`src/rtl/imem_dmem_arbiter_pkg.sv`:
```
// Shared types and constants for the fetch/data memory arbiter.
// The fairness streak counter is only built when ARB_FAIRNESS_EN is defined.
package imem_dmem_arbiter_pkg;

    typedef enum logic [1:0] {
        IDLE   = 2'd0,
        BUSY_I = 2'd1,
        BUSY_D = 2'd2
    } arb_state_t;

    localparam logic [1:0] GNT_NONE = 2'b00;
    localparam logic [1:0] GNT_I    = 2'b01;
    localparam logic [1:0] GNT_D    = 2'b10;

    localparam int unsigned STREAK_W = 4;

endpackage

```
`src/rtl/arb_grant_sel.sv`:
```
// One-hot grant selection between fetch and data requesters.
// Data wins unless the data streak has reached MAX_DATA_STREAK while fetch is eligible.
module arb_grant_sel
    import imem_dmem_arbiter_pkg::*;
#(
    parameter int unsigned MAX_DATA_STREAK = 4
) (
    input  logic                i_elig,
    input  logic                d_elig,
    input  logic [STREAK_W-1:0] streak,
    output logic [1:0]          gnt
);

    logic fetch_turn;

    // streak is tied to zero without fairness, and MAX_DATA_STREAK >= 1, so this never fires there
    assign fetch_turn = i_elig && (streak == STREAK_W'(MAX_DATA_STREAK));

    always_comb begin
        gnt = GNT_NONE;
        if (d_elig && !fetch_turn) begin
            gnt = GNT_D;
        end else if (i_elig) begin
            gnt = GNT_I;
        end
    end

endmodule

```
`src/rtl/imem_dmem_arbiter.sv`:
```
// Arbitrates one single-port memory between instruction fetch and load/store.
// Define ARB_FAIRNESS_EN to bound consecutive data grants while fetch waits.
module imem_dmem_arbiter
    import imem_dmem_arbiter_pkg::*;
#(
    parameter int unsigned WORD_BITWIDTH   = 32,
    parameter int unsigned MAX_DATA_STREAK = 4
) (
    input  logic                       clk,
    input  logic                       rst,
    input  logic                       i_req,
    input  logic [WORD_BITWIDTH-1:0]   i_addr,
    output logic                       i_ready,
    output logic [WORD_BITWIDTH-1:0]   i_rdata,
    input  logic                       d_req,
    input  logic                       d_we,
    input  logic [WORD_BITWIDTH-1:0]   d_addr,
    input  logic [WORD_BITWIDTH-1:0]   d_wdata,
    input  logic [WORD_BITWIDTH/8-1:0] d_wstrb,
    output logic                       d_ready,
    output logic [WORD_BITWIDTH-1:0]   d_rdata,
    output logic                       mem_req,
    output logic                       mem_we,
    output logic [WORD_BITWIDTH-1:0]   mem_addr,
    output logic [WORD_BITWIDTH-1:0]   mem_wdata,
    output logic [WORD_BITWIDTH/8-1:0] mem_wstrb,
    input  logic                       mem_ready,
    input  logic [WORD_BITWIDTH-1:0]   mem_rdata,
    output logic                       if_stall,
    output logic                       mem_stall
);

    localparam int unsigned STRB_W = WORD_BITWIDTH / 8;

    arb_state_t                state_q, state_d;
    logic                      mem_req_q, mem_req_d;
    logic                      mem_we_q, mem_we_d;
    logic [WORD_BITWIDTH-1:0]  mem_addr_q, mem_addr_d;
    logic [WORD_BITWIDTH-1:0]  mem_wdata_q, mem_wdata_d;
    logic [STRB_W-1:0]         mem_wstrb_q, mem_wstrb_d;
    logic                      i_ready_q, i_ready_d;
    logic                      d_ready_q, d_ready_d;
    logic [WORD_BITWIDTH-1:0]  i_rdata_q, i_rdata_d;
    logic [WORD_BITWIDTH-1:0]  d_rdata_q, d_rdata_d;

    logic                      i_elig, d_elig;
    logic [1:0]                gnt;
    logic [STREAK_W-1:0]       streak;

    // A requester whose ready pulse is high is still holding req; it must not be re-granted.
    assign i_elig = i_req && !i_ready_q;
    assign d_elig = d_req && !d_ready_q;

    arb_grant_sel #(
        .MAX_DATA_STREAK(MAX_DATA_STREAK)
    ) u_grant_sel (
        .i_elig (i_elig),
        .d_elig (d_elig),
        .streak (streak),
        .gnt    (gnt)
    );

`ifdef ARB_FAIRNESS_EN
    logic [STREAK_W-1:0] streak_q, streak_d;

    always_comb begin
        streak_d = streak_q;
        if (state_q == IDLE) begin
            if (gnt == GNT_I) begin
                streak_d = '0;
            end else if (gnt == GNT_D && i_req && streak_q != '1) begin
                streak_d = streak_q + 1'b1;
            end
        end
    end

    always_ff @(posedge clk or posedge rst) begin
        if (rst) streak_q <= '0;
        else     streak_q <= streak_d;
    end

    assign streak = streak_q;
`else
    assign streak = '0;
`endif

    always_comb begin
        state_d     = state_q;
        mem_req_d   = mem_req_q;
        mem_we_d    = mem_we_q;
        mem_addr_d  = mem_addr_q;
        mem_wdata_d = mem_wdata_q;
        mem_wstrb_d = mem_wstrb_q;
        i_rdata_d   = i_rdata_q;
        d_rdata_d   = d_rdata_q;
        i_ready_d   = 1'b0;
        d_ready_d   = 1'b0;

        case (state_q)
            IDLE: begin
                mem_req_d = 1'b0;
                if (gnt == GNT_D) begin
                    mem_req_d   = 1'b1;
                    mem_we_d    = d_we;
                    mem_addr_d  = d_addr;
                    mem_wdata_d = d_wdata;
                    mem_wstrb_d = d_wstrb;
                    state_d     = BUSY_D;
                end else if (gnt == GNT_I) begin
                    mem_req_d   = 1'b1;
                    mem_we_d    = 1'b0;
                    mem_addr_d  = i_addr;
                    mem_wstrb_d = '0;
                    state_d     = BUSY_I;
                end
            end
            BUSY_I: begin
                if (mem_ready) begin
                    i_rdata_d = mem_rdata;
                    i_ready_d = 1'b1;
                    mem_req_d = 1'b0;
                    state_d   = IDLE;
                end
            end
            BUSY_D: begin
                if (mem_ready) begin
                    d_rdata_d = mem_rdata;
                    d_ready_d = 1'b1;
                    mem_req_d = 1'b0;
                    state_d   = IDLE;
                end
            end
            default: begin
                mem_req_d = 1'b0;
                state_d   = IDLE;
            end
        endcase
    end

    always_ff @(posedge clk or posedge rst) begin
        if (rst) begin
            state_q     <= IDLE;
            mem_req_q   <= 1'b0;
            mem_we_q    <= 1'b0;
            mem_addr_q  <= '0;
            mem_wdata_q <= '0;
            mem_wstrb_q <= '0;
            i_ready_q   <= 1'b0;
            d_ready_q   <= 1'b0;
            i_rdata_q   <= '0;
            d_rdata_q   <= '0;
        end else begin
            state_q     <= state_d;
            mem_req_q   <= mem_req_d;
            mem_we_q    <= mem_we_d;
            mem_addr_q  <= mem_addr_d;
            mem_wdata_q <= mem_wdata_d;
            mem_wstrb_q <= mem_wstrb_d;
            i_ready_q   <= i_ready_d;
            d_ready_q   <= d_ready_d;
            i_rdata_q   <= i_rdata_d;
            d_rdata_q   <= d_rdata_d;
        end
    end

    assign mem_req   = mem_req_q;
    assign mem_we    = mem_we_q;
    assign mem_addr  = mem_addr_q;
    assign mem_wdata = mem_wdata_q;
    assign mem_wstrb = mem_wstrb_q;
    assign i_ready   = i_ready_q;
    assign d_ready   = d_ready_q;
    assign i_rdata   = i_rdata_q;
    assign d_rdata   = d_rdata_q;
    assign if_stall  = i_req && !i_ready_q;
    assign mem_stall = d_req && !d_ready_q;

endmodule
```
`config.mk`:
```
export PLATFORM = sky130hd
export DESIGN_NAME = imem_dmem_arbiter
export DESIGN_NICKNAME = d
export VERILOG_FILES = /design/src/rtl/imem_dmem_arbiter_pkg.sv /design/src/rtl/arb_grant_sel.sv /design/src/rtl/imem_dmem_arbiter.sv
export SDC_FILE = /design/constraint.sdc
export NUM_CORES = 1
export LEC_CHECK = 0
export ABC_AREA = 1
export CORE_ASPECT_RATIO = 0.9
export CORE_MARGIN = 2
export CORE_UTILIZATION = 44
export DETAILED_ROUTE_END_ITERATION = 7
export PLACE_DENSITY_LB_ADDON = 0.1
export SLEW_MARGIN = 20
export SYNTH_ARGS = -nofsm -noshare
export SYNTH_HDL_FRONTEND = slang
export SYNTH_SLANG_ARGS = --single-unit
```
`constraint.sdc`:
```
create_clock -name clk -period 10.8 [get_ports clk]
set_input_delay 2.16 -clock clk [delete_from_list [all_inputs] [get_ports clk]]
set_output_delay 2.16 -clock clk [all_outputs]
set_load 0.01 [all_outputs]
```
* Yosys cells after proc, flatten, opt, wreduce, memory -nomap -nowiden
Index checks and enable logic that the tools add are counted.
Widths: inputs -> output; s select.
** Storage, ports and cells
- Latch bits :: 0
- Memories :: 0
- Bits in registers :: 138
- Word-level logic and storage cells :: 47
- Output and inout port bits :: 138
- Input bits :: 138
- RAM bits :: 0
- Bits in read-only memories :: 0
** Operators by class
- Reduce and logical (&&, ||, !) cells :: 12
- Multiplexer cells :: 19
- Bitwise gates (word level) :: 0
- Equality and inequality tests :: 6
- Multipliers :: 0
- Order comparisons :: 0
- Add/sub/neg operators :: 0
- Shift-type cells :: 0
- Div/mod/pow operators :: 0
** Operators by type and width (count)
- $mux 32 :: 2
- $reduce_and 2->1 :: 5
- $mux 1 :: 9
- $mux 2 :: 4
- $mux 4 :: 2
- $eq 2x1->1 const B :: 2
- $eq 2x2->1 const B :: 2
- $pmux 2 s2 :: 1
- $ne 3x3->1 const B :: 1
- $logic_and 1x1->1 :: 2
- $logic_not 1->1 :: 2
- $logic_not 2->1 :: 1
- $ne 2x1->1 const B :: 1
- $pmux 1 s2 :: 1
- $reduce_bool 2->1 :: 1
- $reduce_or 2->1 :: 1

* Depth between registers and ports, before layout
Gate-level depths: netlist of run 1.
- Word-level depth :: 8
- Gate-level depth with buffers :: 8
- Depth with buffers taken out :: 7

* Cells and area by module
Synthesis of run 1 repeated with hierarchy kept, for this count alone.
** Unflattened totals
- Cells, all modules :: 656
- Area total of the unflattened synthesis :: 5855.6 sq um
** By module, submodules not included
- imem_dmem_arbiter :: cells each 645, times used 1, seq. area each 3453.3 sq um, area each 5803.1 sq um
- arb_grant_sel :: cells each 11, times used 1, seq. area each 0.0 sq um, area each 52.6 sq um

* Least setup slack after synthesis of run 1
No wires, ideal clock.
- Path type :: input -> output
- Start point :: in d_req
- End point :: out mem_stall
- Required time :: 8.640 ns
- Slack :: 6.095 ns
- Arrival :: 2.545 ns
- Stages on the path :: 3
- Buffers on the path :: 1
- Path through :: inv_1 -> nor2_4 -> buf_2
** On the way
- Word-level cells in the longest chain between the ends :: 1
** RTL lines
- start: declaration :: line imem_dmem_arbiter.sv:15 : input logic d_req,
- $logic_and 1x1->1 :: line imem_dmem_arbiter.sv:176 : assign mem_stall = d_req && !d_ready_q;
- end: declaration :: line imem_dmem_arbiter.sv:30 : output logic mem_stall
No other way between the ends.

* Worst setup path in the final report of run 1
Ends and elaborated chain as after synthesis.

==> flow_metrics.py, run 1 <==
metrics = {
    "sta": {
        "max_slew_margin_pct": 27.2,
        "worst_pin_slew_ps": 1090,
        "drv_slew": 0,
        "finalSetupViolCount": 0,
        "fin_ws_ps": 4640,
        "finalWorstPathRequiredPeriod_ps": 6160,
        "max_freq_ghz": 0.162,
        "finClkSkew_ps": 8.71,
        "min_period_over_period_pct": 57.0,
        "rsz0062_at_grt": "no",
        "hold_viol_final": 0,
        "tns_ps": 0,
    },
    "floorplanning": {
        "rows": 39,
        "core_sq_um": 12600,
        "start_util_pct": 44.8,
        "die_h_um": 112,
        "die_w_um": 124,
        "ioPinCount": 276,
        "die_area_sq_um": 13800,
    },
    "final_layout": {
        "area_delta_synth_final_pct": 59.4,
        "antenna_cells": 0,
        "fin_nets": 1073,
        "multiInputGateArea_sq_um": 1880,
        "fill_cells": 982,
        "regArea_sq_um": 3450,
        "drive_above_1_share_pct": 4.03,
    },
    "synth": {
        "synth_seq_cells": 138,
        "syn_avg_cell_area_sq_um": 8.42,
        "netlist_instances": 673,
        "yosysSeqAreaShare_pct": 60.9,
        "synth.distinct_cells": 14,
        "netlist_area_sq_um": 5670,
        "ys_warn_count": 0,
        "synth_fp_nets": 814,
    },
    "worst_setup_path": {
        "arrival_ps": 4000,
        "path_max_fanout": 34,
        "endpoint_kind": "output port",
        "crit_top_cell": "clkdlybuf4s50_1",
        "required_ps": 8640,
        "crit_family": "buffers and inverters",
        "max_stage_delay_ps": 670,
        "cp_slowest_cell": "clkdlybuf4s50_1",
        "path_buf_inv": 3,
        "criticalPathCategory": "in -> out",
        "path_cells": "clkdlybuf4s50_1 -> inv_1 -> nor2_4 -> clkdlybuf4s50_1",
        "cp-start-kind": "primary input",
    },
    "global_routing": {
        "grt_start_max_net_pins": 83,
        "grt_use_total_pct": 24.8,
        "grt_pass1_wl_mm": 26.4,
        "grt_pass1_vias": 5326,
        "antenna_found_initial": 0,
        "grt-ovfl-total": 0,
    },
    "clock_tree": {
        "cts_buffer_depth": 2,
        "holdBufCountCts": 0,
        "clk_root_buffer_cell": "clkbuf_16",
        "cts_resized": 0,
        "post_cts_buffers": 0,
        "cts.clk_slew.worst_paths_ps": 50,
        "clkLatencyLatePin_ps": 410,
        "numCtsBuffers": 17,
        "clkSinkCount": 138,
        "tritoncts": "done",
        "cts.htree.levels": 4,
    },
    "route": {
        "vias": 5322,
        "ant_nets": 0,
        "routedWlPerCell_um": 15.4,
        "drt_iter0_drc": 245,
        "drc": 0,
        "wl_mm": 17.0,
        "via_per_inst": 4.80,
        "drtPass1Iterations": 4,
    },
    "pwr": {
        "p_leak_nw": 4.50,
        "peakVddDrop_mv": 0.162,
        "cellPowerDensity_nw_per_um2": 280,
    },
    "placement": {
        "io_buffers": 275,
        "place_hpwl_mm": 11.8,
        "gp_congestion": 0.803,
        "dpl_worst_slack_ps": 4670,
    },
    "worst_hold_path": {
        "worstHoldPathType": "reg -> reg",
    },
    "outcome": {
        "outcome": "finished clean",
    },
    "run": {
        "cap_viol_max_count": 0,
    },
}
## worst min-delay path: cells and delay by family, from the launching register on
family | cells | cell delay, ps
flip-flops | 1 | 340
AND/OR/NAND/NOR | 2 | 100
## registers in the layout, indices dropped and copies added, names as in the netlist
signal,cells
d_rdata,32
d_ready,1
i_rdata,32
i_ready,1
mem_addr,32
mem_req,1
mem_wdata,32
mem_we,1
mem_wstrb,4
state_q,2
## power by group
part	total, W	switching [W]	leakage [nW]	internal, W
Sequential	0.000895	0.000137	1.73	0.000758
Combinational	0.00110	0.000533	2.50	0.000570
Clock	0.000534	0.000204	0.275	0.000330
Total	0.00253	0.000873	4.50	0.00166
## path summary, 6_finish.rpt
path,start,to,slack (ps),cells past startpoint
min reg2reg,mem_wdata[14],mem_wdata[14],470,2
max,d_req,mem_stall,4640,4
min in group asynchronous,rst,mem_wdata[13],2190,2
max reg2reg,d_ready,mem_wdata[2],8390,6
max in group asynchronous,rst,mem_wdata[29],7500,3
min,mem_wdata[14],mem_wdata[14],470,2
## per-stage QoR
stage | area (sq um) | std cells | power (W) | util, % | hold slack (ps)
finish | 9030 | 1108 | 0.00253 | 71.4 | 475
global route | 9030 | 1108 | 0.00269 | 71.4 | 505
CTS | 9020 | 1108 | 0.00256 | 71.4 | 479
detailed placement | 8470 | 1077 | 0.00200 | 67.1 | 464
global placement | 8470 | 1077 | 0.00197 | 67.1 | 462
floorplan | 5670 | 673 | 0.00136 | - | 493
## Yosys cell counts
library cell,n,share of area (%)
buf_2,14,1.2
nand2_1,345,23
o21ai_0,64,5.7
nand2_2,1,0.11
nor2_4,1,0.20
clkbuf_1,11,0.73
nand3_1,39,3.4
dfrtp_1,138,61
buf_1,7,0.46
ha_1,3,0.66
buf_4,6,0.79
inv_2,1,0.066
inv_1,42,2.8
nor2_1,1,0.066
## area by class of cell
cell class / count / area share [%]
multi-input cells: 454 / 20.8
repair buffers: 278 / 30.8
clock buffers: 22 / 5.25
inverters: 43 / 1.84
well taps: 164 / 2.27
clock inverters: 9 / 0.804
flip-flops and latches: 138 / 38.2
## per-layer routing
layer  wire (um)  global-route usage, %  vias to the layer above  part of all wire, %
met2        8380                   41.1                      203                   49
met3        1640                   8.40                       28                  9.7
met1        6580                   29.8                     2505                   39
met5           0                      0                        -                    0
li1            -                      -                     2586                    -
met4         411                   9.47                        0                  2.4
## cells by family after synthesis
family          synth area share, %
simple gates                   26.7
fa+ha+maj                     0.662
buf+inv                        6.07
flops                          60.9
compound gates                 5.65
## placed cells by master, fill, tap and decap left out, drive strengths merged
cell and count:
nor2 2, buf 3, clkdlybuf4s50 275, clkinvlp 1, clkinv 7, dfrtp 138
ha 3, clkbuf 22, nand3 39, bufinv 1, o21ai 64, nand2 346
inv 43
No activity file was read; power rests on OpenSTA's default activity.
==> run 2: changes to the inputs <==
--- a/config.mk
+++ b/config.mk
@@ -8,7 +8,7 @@
 export ABC_AREA = 1
 export CORE_ASPECT_RATIO = 0.9
 export CORE_MARGIN = 2
-export CORE_UTILIZATION = 44
+export CORE_UTILIZATION = 37
 export DETAILED_ROUTE_END_ITERATION = 7
 export PLACE_DENSITY_LB_ADDON = 0.1
 export SLEW_MARGIN = 20
==> constraint.sdc (replaced) <==
create_clock -name clk -period 5.1 [get_ports clk]
set_input_delay 1.02 -clock clk [delete_from_list [all_inputs] [get_ports clk]]
set_output_delay 1.02 -clock clk [all_outputs]
set_load 0.01 [all_outputs]
==> flow_metrics.py, run 2 (synthesized netlist as in run 1, its figures left out) <==
metrics = {
    "outcome": {
        "outcome": "finished clean",
    },
    "pwr": {
        "combPwrFrac_pct": 42.6,
        "pwr-share-clk_pct": 22.8,
        "total_power_w": 0.00546,
        "swShare_pct": 34.0,
        "power.switching_w": 0.00186,
        "peakVddDrop_mv": 0.300,
        "cellPowerDensity_nw_per_um2": 597,
        "p_int_w": 0.00360,
        "p_leak_nw": 4.53,
        "seq_power_share_pct": 34.5,
    },
    "clock_tree": {
        "cts.clk_slew.worst_paths_ps": 50,
        "holdBufCountCts": 0,
        "cts_buffer_depth": 2,
        "cts.htree.levels": 4,
        "clk_root_buffer_cell": "clkbuf_16",
        "clkLatencyLatePin_ps": 410,
        "clkSinkCount": 138,
        "post_cts_buffers": 0,
        "tritoncts": "done",
        "cts_resized": 0,
        "numCtsBuffers": 17,
    },
    "worst_setup_path": {
        "path_max_fanout": 34,
        "cp-start-kind": "primary input",
        "criticalPathCategory": "in -> out",
        "arrival_ps": 2860,
        "endpoint_kind": "output port",
        "required_ps": 4080,
    },
    "final_layout": {
        "layout_common_cells": "341 x nand2_1, 275 x clkdlybuf4s50_1, 138 x dfrtp_1, 64 x o21ai_0, 41 x inv_1",
        "regArea_sq_um": 3450,
        "fill_cells": 1294,
        "antenna_cells": 0,
        "area_delta_synth_final_pct": 61.3,
        "fin_nets": 1073,
        "final_util_pct": 61.7,
        "final_common_cell": "nand2_1",
        "drive_above_1_share_pct": 4.44,
        "multiInputGateArea_sq_um": 1890,
        "final_area_sq_um": 9140,
    },
    "route": {
        "via_per_inst": 4.63,
        "drtPass1Iterations": 6,
        "wl_mm": 17.0,
        "drt_iter0_drc": 334,
        "drc": 0,
        "vias": 5291,
        "routedWlPerCell_um": 14.8,
        "ant_nets": 0,
    },
    "placement": {
        "dpl_worst_slack_ps": 1250,
        "place_hpwl_mm": 11.8,
        "dpl_cell_area_sq_um": 8520,
        "io_buffers": 275,
        "gp_congestion": 0.842,
    },
    "sta": {
        "tns_ps": 0,
        "finClkSkew_ps": 8.57,
        "drv_slew": 0,
        "fin_ws_ps": 1220,
        "rsz0062_at_grt": "no",
        "finalSetupViolCount": 0,
        "hold_viol_final": 0,
        "finalWorstPathRequiredPeriod_ps": 3880,
        "max_freq_ghz": 0.258,
        "worst_pin_slew_ps": 841,
        "min_period_over_period_pct": 76.1,
        "max_slew_margin_pct": 43.9,
    },
    "floorplanning": {
        "rows": 42,
        "die_area_sq_um": 16300,
        "die_h_um": 121,
        "core_sq_um": 14800,
        "start_util_pct": 38.2,
        "ioPinCount": 276,
        "die_w_um": 134,
    },
    "run": {
        "cap_viol_max_count": 0,
    },
    "global_routing": {
        "grt-ovfl-total": 0,
        "grt_pass1_wl_mm": 26.8,
        "grt_pass1_vias": 5207,
        "grt_use_total_pct": 21.0,
        "grt_start_max_net_pins": 116,
        "antenna_found_initial": 0,
    },
    "worst_hold_path": {
        "worstHoldPathType": "reg -> reg",
    },
}
==> run 2: path summary, 6_finish.rpt <==
check	start	slack, ps	to	cells past startpoint
max in group asynchronous	rst	3100	mem_addr[1]	3
hold / removal	mem_wdata[30]	480	mem_wdata[30]	2
setup / recovery	d_req	1220	mem_stall	4
setup reg to reg	d_ready	2690	mem_wdata[18]	6
hold reg to reg	mem_wdata[30]	480	mem_wdata[30]	2
min in group asynchronous	rst	1080	mem_wdata[15]	2
==> run 2: power by group through the flow <==
stage	sequential [W]	combinational [W]	clock [W]
after floorplan	0.00211	0.000759	0
after global placement	0.00187	0.00231	0
after detailed placement	0.00189	0.00236	0
after CTS	0.00189	0.00236	0.00128
after global routing	0.00195	0.00256	0.00133
final	0.00189	0.00233	0.00125
==> run 2: area by class of cell <==
| cell class | instances | area share (%) |
|---|---|---|
| clock buffers | 20 | 5.00 |
| clock inverters | 12 | 1.62 |
| inverters | 43 | 1.85 |
| multi-input cells | 454 | 20.7 |
| flip-flops and latches | 138 | 37.8 |
| well taps | 198 | 2.71 |
| repair buffers | 278 | 30.4 |
==> run 2: critical path: stages <==
cell             delay [ps]
clkdlybuf4s50_1         490
inv_1                    70
nor2_4                  590
clkdlybuf4s50_1         670
==> run 2: metrics by stage <==
stage	hold slack [ps]	instances
6_report	478	1143
5_1_grt	498	1143
4_1_cts	480	1143
3_5_place_dp	464	1111
3_3_place_gp	461	1111
2_1_floorplan	493	673
==> run 2: per-layer routing <==
| metal | routed length [um] | up-vias | GRT usage, % |
|---|---|---|---|
| met4 | 292 | 0 | 7.83 |
| met2 | 8360 | 210 | 34.6 |
| li1 | - | 2588 | - |
| met5 | 0 | - | 0 |
| met3 | 1620 | 22 | 8.02 |
| met1 | 6680 | 2471 | 25.2 |
==> run 3: changes to the inputs <==
==> constraint.sdc (replaced) <==
create_clock -name clk -period 3.15 [get_ports clk]
set_input_delay 0.63 -clock clk [delete_from_list [all_inputs] [get_ports clk]]
set_output_delay 0.63 -clock clk [all_outputs]
set_load 0.01 [all_outputs]
==> flow_metrics.py, run 3 (synthesized netlist as in run 1, its figures left out) <==
metrics = {
    "outcome": {
        "outcome": "finished clean",
    },
    "sta": {
        "fin_ws_ps": 632,
        "finClkSkew_ps": 6.81,
        "hold_viol_final": 0,
        "min_period_over_period_pct": 79.9,
        "max_slew_margin_pct": 52.4,
        "finalWorstPathRequiredPeriod_ps": 2520,
        "finalSetupViolCount": 0,
        "worst_pin_slew_ps": 714,
        "tns_ps": 0,
        "max_freq_ghz": 0.397,
        "rsz0062_at_grt": "no",
        "drv_slew": 0,
    },
    "floorplanning": {
        "die_h_um": 121,
        "die_area_sq_um": 16300,
        "core_sq_um": 14800,
        "die_w_um": 134,
        "ioPinCount": 276,
        "start_util_pct": 38.2,
        "rows": 42,
    },
    "clock_tree": {
        "cts.htree.levels": 4,
        "clk_root_buffer_cell": "clkbuf_16",
        "holdBufCountCts": 0,
        "cts_resized": 0,
        "numCtsBuffers": 17,
        "post_cts_buffers": 0,
        "cts.clk_slew.worst_paths_ps": 50,
        "cts_buffer_depth": 2,
        "clkSinkCount": 138,
        "clkLatencyLatePin_ps": 410,
        "tritoncts": "done",
    },
    "route": {
        "vias": 5389,
        "drt_iter0_drc": 302,
        "routedWlPerCell_um": 15.5,
        "via_per_inst": 4.69,
        "ant_nets": 0,
        "drc": 0,
        "wl_mm": 17.8,
        "drtPass1Iterations": 4,
    },
    "worst_hold_path": {
        "worstHoldPathType": "reg -> reg",
        "min_path_cells": 2,
    },
    "final_layout": {
        "drive_above_1_share_pct": 5.04,
        "final_common_cell": "nand2_1",
        "antenna_cells": 0,
        "fin_nets": 1081,
        "multiInputGateArea_sq_um": 1870,
        "fill_cells": 1252,
        "regArea_sq_um": 3450,
        "layout_common_cells": "343 x nand2_1, 275 x clkdlybuf4s50_1, 138 x dfrtp_1, 64 x o21ai_0, 41 x inv_1",
        "area_delta_synth_final_pct": 63.2,
    },
    "global_routing": {
        "grt_use_total_pct": 22.3,
        "grt_pass1_wl_mm": 28.2,
        "grt_start_max_net_pins": 80,
        "grt-ovfl-total": 0,
        "antenna_found_initial": 0,
        "grt_pass1_vias": 5413,
    },
    "placement": {
        "dpl_worst_slack_ps": 629,
        "io_buffers": 275,
        "place_hpwl_mm": 12.8,
        "gp_congestion": 0.818,
    },
    "worst_setup_path": {
        "cp-start-kind": "primary input",
        "r2r_cells": 6,
        "path_max_fanout": 3,
        "required_ps": 2520,
        "endpoint_kind": "output port",
        "criticalPathCategory": "in -> out",
        "arrival_ps": 1890,
    },
    "pwr": {
        "p_leak_nw": 4.58,
        "peakVddDrop_mv": 0.530,
        "cellPowerDensity_nw_per_um2": 977,
    },
    "run": {
        "cap_viol_max_count": 0,
    },
}
==> run 3: area by class of cell <==
cell class | count | share of cell area (%)
multi-input combinational | 454 | 20.3
clock buffer | 20 | 5.05
tap | 198 | 2.68
sequential | 138 | 37.3
timing repair buffer | 286 | 31.1
inverter | 43 | 1.79
clock inverter | 11 | 1.81
==> run 3: per-layer routing <==
layer,GRT usage (%),share of wire [%],up-vias
met3,6.93,7.9,37
met5,0,0,-
li1,-,-,2602
met4,9.54,3.0,0
met2,36.4,48,206
met1,27.4,41,2544
==> run 3: report_power, final <==
| group | switching [W] | internal (W) | total, W |
|---|---|---|---|
| clock | 0.000747 | 0.00138 | 0.00213 |
| combinational | 0.00184 | 0.00199 | 0.00383 |
| sequential | 0.000481 | 0.00260 | 0.00308 |
==> run 3: final timing paths <==
kind | slack [ps] | end | start
max reg2reg | 1340 | mem_wdata[28] | d_ready
min in group asynchronous | 540 | d_rdata[0] | rst
min reg2reg | 480 | mem_wdata[21] | mem_wdata[21]
max | 630 | if_stall | i_req
min | 480 | mem_wdata[21] | mem_wdata[21]
max in group asynchronous | 1900 | d_rdata[5] | rst
==> run 3: metrics by stage <==
stage | std cells | total power (W) | cell area, sq um | hold slack [ps] | utilization, %
final | 1150 | 0.00904 | 9250 | 478 | 62.4
after global routing | 1150 | 0.00963 | 9250 | 503 | 62.4
after CTS | 1150 | 0.00914 | 9250 | 480 | 62.4
after detailed placement | 1119 | 0.00695 | 8610 | 464 | 58.1
after global placement | 1119 | 0.00683 | 8610 | 463 | 58.1
after floorplan | 673 | 0.00465 | 5670 | 493 | -
==> run 3: worst max-delay path, stage by stage <==
cell and delay, ps:
clkdlybuf4s50_1 460, inv_1 30, nor2_1 190, clkdlybuf4s50_1 580
